<file path="config.mk">
export PLATFORM = sky130hd
export DESIGN_NAME = reg_read_unit
export DESIGN_NICKNAME = d
export VERILOG_FILES = /design/src/rtl/reg_read_unit.sv
export SDC_FILE = /design/constraint.sdc
export NUM_CORES = 1
export LEC_CHECK = 0
export CAP_MARGIN = 20
export CORE_AREA = 3 3 86 120
export CTS_CLUSTER_DIAMETER = 150
export DETAILED_ROUTE_END_ITERATION = 10
export DIE_AREA = 0 0 89 123
export GPL_TIMING_DRIVEN = 0
export HOLD_SLACK_MARGIN = 0.02
export PLACE_DENSITY = 0.91
export SLEW_MARGIN = 20
export SYNTH_ARGS = -nofsm -noshare
export SYNTH_HDL_FRONTEND = slang
export SYNTH_SLANG_ARGS = --single-unit
</file>
<file path="constraint.sdc">
create_clock -name clk -period 2.5 [get_ports clk]
set_input_delay 0.5 -clock clk [delete_from_list [all_inputs] [get_ports clk]]
set_output_delay 0.5 -clock clk [all_outputs]
set_load 0.03 [all_outputs]
</file>
<file path="src/rtl/reg_read_unit.sv">
// Dual-port register read unit with a per-register busy scoreboard and one-cycle registered read data.
// Optional writeback-to-read bypass is enabled by defining REG_READ_BYPASS_EN.
module reg_read_unit #(
  parameter int ADDR_W = 3,
  parameter int NREG   = 2**ADDR_W
) (
  input  logic                 clk,
  input  logic                 rst_n,
  input  logic [NREG*16-1:0]   rf_data,
  input  logic                 rd_req,
  input  logic [ADDR_W-1:0]    rd_addr_a,
  input  logic [ADDR_W-1:0]    rd_addr_b,
  output logic                 rd_ready,
  output logic                 rd_valid,
  output logic [15:0]          rd_data_a,
  output logic [15:0]          rd_data_b,
  input  logic                 claim_en,
  input  logic [ADDR_W-1:0]    claim_addr,
  input  logic                 wb_we,
  input  logic [ADDR_W-1:0]    wb_addr,
  input  logic [15:0]          wb_data,
  output logic [NREG-1:0]      busy_vec
);

  logic        hit_a, hit_b;
  logic        blk_a, blk_b;
  logic        accept;
  logic [15:0] src_a, src_b;

  always_comb begin
    hit_a = 1'b0;
    hit_b = 1'b0;
`ifdef REG_READ_BYPASS_EN
    hit_a = wb_we && (wb_addr == rd_addr_a);
    hit_b = wb_we && (wb_addr == rd_addr_b);
`endif
    // Readiness uses the scoreboard as it stands before this edge's claim/writeback.
    blk_a    = busy_vec[rd_addr_a] && !hit_a;
    blk_b    = busy_vec[rd_addr_b] && !hit_b;
    rd_ready = !(blk_a || blk_b);
    accept   = rd_req && rd_ready;
    src_a    = hit_a ? wb_data : rf_data[{rd_addr_a, 4'b0000} +: 16];
    src_b    = hit_b ? wb_data : rf_data[{rd_addr_b, 4'b0000} +: 16];
  end

  // A claim overrides a same-cycle writeback: the new write is still in flight.
  always_ff @(posedge clk or negedge rst_n) begin
    if (!rst_n) begin
      busy_vec <= '0;
    end else begin
      for (int unsigned k = 0; k < NREG; k++) begin
        if (claim_en && (claim_addr == ADDR_W'(k)))
          busy_vec[k] <= 1'b1;
        else if (wb_we && (wb_addr == ADDR_W'(k)))
          busy_vec[k] <= 1'b0;
      end
    end
  end

  always_ff @(posedge clk or negedge rst_n) begin
    if (!rst_n) begin
      rd_valid  <= 1'b0;
      rd_data_a <= '0;
      rd_data_b <= '0;
    end else begin
      rd_valid <= accept;
      if (accept) begin
        rd_data_a <= src_a;
        rd_data_b <= src_b;
      end
    end
  end

endmodule

</file>
==> flow_summary.json <==
{
  "drv_cap": 0,
  "pre_cts_ws_ns": -0.1091,
  "synth_top_area_share_pct": 42.59,
  "via_per_inst": 5.914,
  "synthTopCellsByArea": "mux4_2, dfrtp_1, mux2_2",
  "holdBufCountCts": 0,
  "antenna_found_initial": 0,
  "dp_hpwl_um": 10220,
  "seqPwrFrac_pct": 27.3,
  "wl_met2_um": 6832,
  "rows": 42,
  "final_cell_mix": "clkdlybuf4s50_1, mux4_2, dfrtp_1",
  "cts_setup_buffers": 0,
  "cts_tree": "built",
  "r2r_slack_ns": 0.48,
  "highest_layer": "met4",
  "clk_pin_slew_worst_paths_ns": 0.06,
  "crit_type": "in2reg",
  "place.gp.congestion": 0.8296,
  "grt_pass1_wl_um": 18450,
  "peakVddDrop_mv": 0.3044,
  "drt_first_iter_violations": 101,
  "worstHoldPathType": "in2async",
  "report.final.slew_viol_count": 0,
  "power.internal_mw": 2.580,
  "power_mw": 4.116,
  "hold_violations": 0,
  "seq_area_frac_synth_pct": 28.53,
  "finClkSkew_ns": 0.005086,
  "layout_setup_ws_ns": 0.1929,
  "crit_required_ns": 2.66,
  "switching_share_pct": 37.32,
  "wl_um": 12680,
  "diodes": 0,
  "root_buffer": "clkbuf_16",
  "cts_buffers": 5,
  "yosysTopAreaCell": "mux4_2",
  "drc_errors": 0,
  "wl_met1_um": 4488,
  "p_sw_mw": 1.536,
  "initial_core_util_pct": 38.23,
  "p_leak_nw": 2.106,
  "fin_nets": 576,
  "syn_area_per_cell_um2": 15.84,
  "io_pins": 203,
  "num_vias": 3111,
  "area_growth_pct": 59.01,
  "p_per_area_nw_per_um2": 719.9,
  "cts_buffer_depth": 2,
  "fmaxAchievable_mhz": 433.4,
  "final_common_cell": "clkdlybuf4s50_1",
  "tns_ns": 0,
  "cp-start-kind": "input port",
  "reg2reg_to": "rd_data_a[9]$_DFFE_PN0P_",
  "syn_inst": 227,
  "syn-cell-area_um2": 3596,
  "die-area_um2": 10950,
  "clkPwrFrac_pct": 18.2,
  "overflow": 0,
  "worst_pin_slew_ns": 0.8858,
  "crit_fanout": 10,
  "fp.dieW_um": 89,
  "final-setup-viol-count": 0,
  "fill_cells": 746,
  "fin_crit_sh_pct": 92.28,
  "ys_seq_elements": 41,
  "track_usage_pct": 23.05,
  "dpl_cell_area_um2": 5550,
  "period_minus_slack_ns": 2.307,
  "wl_met3_um": 1029,
  "grt_pass1_vias": 3580,
  "slew_headroom_pct": 40.94,
  "rsz0062_at_grt": "false",
  "clkLatencyLatePin_ns": 0.28,
  "ys_types": 15,
  "fin_area_um2": 5718,
  "status": "complete, no violations",
  "grt_max_degree": 27,
  "htreeDepth": 2,
  "r2r_start": "busy_vec[4]$_DFFE_PN0P_",
  "drive_above_1_share_pct": 30.77,
  "yosys_warnings": 0,
  "firstDrtPassIters": 4,
  "synthesis.nets": 388,
  "cp-end-kind": "register",
  "reg2reg_depth": 6,
  "chipHeight_um": 123,
  "numClockSinks": 41,
  "coreArea_um2": 9407,
  "arrival_ns": 2.47,
  "portBuffers": 180,
  "wl_per_cell_um": 24.10,
  "drtAntennaViolNets": 0,
  "p_comb_share_pct": 54.5
}
-- flip-flops by register name, summed over array words and instances (netlist names) --
signal and cells:
rd_data_a 16, busy_vec 8, rd_data_b 16, rd_valid 1
-- worst max path at each step --
stage | start | endpoint | cells past startpoint
after floorplan | rd_addr_a[0] | rd_data_a[10]$_DFFE_PN0P_ | 5
after global placement | rst_n | busy_vec[4]$_DFFE_PN0P_ | 1
after detailed placement | rd_addr_b[0] | rd_ready | 5
after CTS | busy_vec[5]$_DFFE_PN0P_ | rd_ready | 4
after global routing | busy_vec[5]$_DFFE_PN0P_ | rd_ready | 4
final | rd_addr_b[1] | rd_data_b[3]$_DFFE_PN0P_ | 5
-- cell families after synthesis --
family                 synth area share (%)
muxes                                 63.19
DFF                                   28.53
buffers and inverters                 3.966
AOI/OAI and AO/OA                     2.505
and+or+nand+nor                       1.810
-- routing by layer --
metal	vias to the layer above	track usage [%]
met5	-	0
met1	1565	24.78
met4	0	7.821
met3	27	5.600
li1	1336	-
met2	183	43.08
-- Yosys cell counts (all sizes together) --
| master | number |
|---|---|
| mux4 | 68 |
| mux2 | 64 |
| dfrtp | 41 |
| buf | 15 |
| o21ai | 12 |
| clkbuf | 9 |
| nand2b | 6 |
| nand2 | 4 |
| o31ai | 4 |
| mux2i | 2 |
| and2 | 1 |
| and3 | 1 |
-- timing repair --
item	in CTS	in global routing
hold endpoints to repair	0	0
resized for setup	1	2
endpoints found under the setup margin	1	1
cloned	0	0
-- area by class of cell --
class	count	area [um2]	share of cell area [%]
clock buffer	7	142.6	2.495
sequential	41	1026	17.94
tap	110	137.6	2.407
multi-input combinational	162	2427	42.45
timing repair buffer	181	1812	31.68
buffer	24	142.6	2.495
clock inverter	1	30.03	0.5252
-- critical path, cell delays in order --
cell and delay, ns:
clkbuf_1 0.24, clkbuf_1 0.71, mux4_2 0.45, mux2_2 0.28, mux2_1 0.28
-- stage by stage --
| stage | util (%) | hold slack (ns) | instances |
|---|---|---|---|
| floorplan | - | 0.2044 | 227 |
| global placement | 58.85 | 0.4691 | 517 |
| detailed placement | 59.01 | 0.4526 | 518 |
| CTS | 60.83 | 0.1477 | 526 |
| global route | 60.79 | 0.1682 | 526 |
| finish | 60.79 | 0.1406 | 526 |
-- power by group through the flow --
stage                     Sequential, mW  Clock (mW)  Combinational, mW
after detailed placement            1.13           0               2.26
final                               1.12       0.749               2.24
after global routing                1.17       0.787               2.35
after floorplan                     1.70           0              0.614
after global placement              1.12           0               2.20
after CTS                           1.12       0.762               2.26
(Power assumes the default switching activity.)
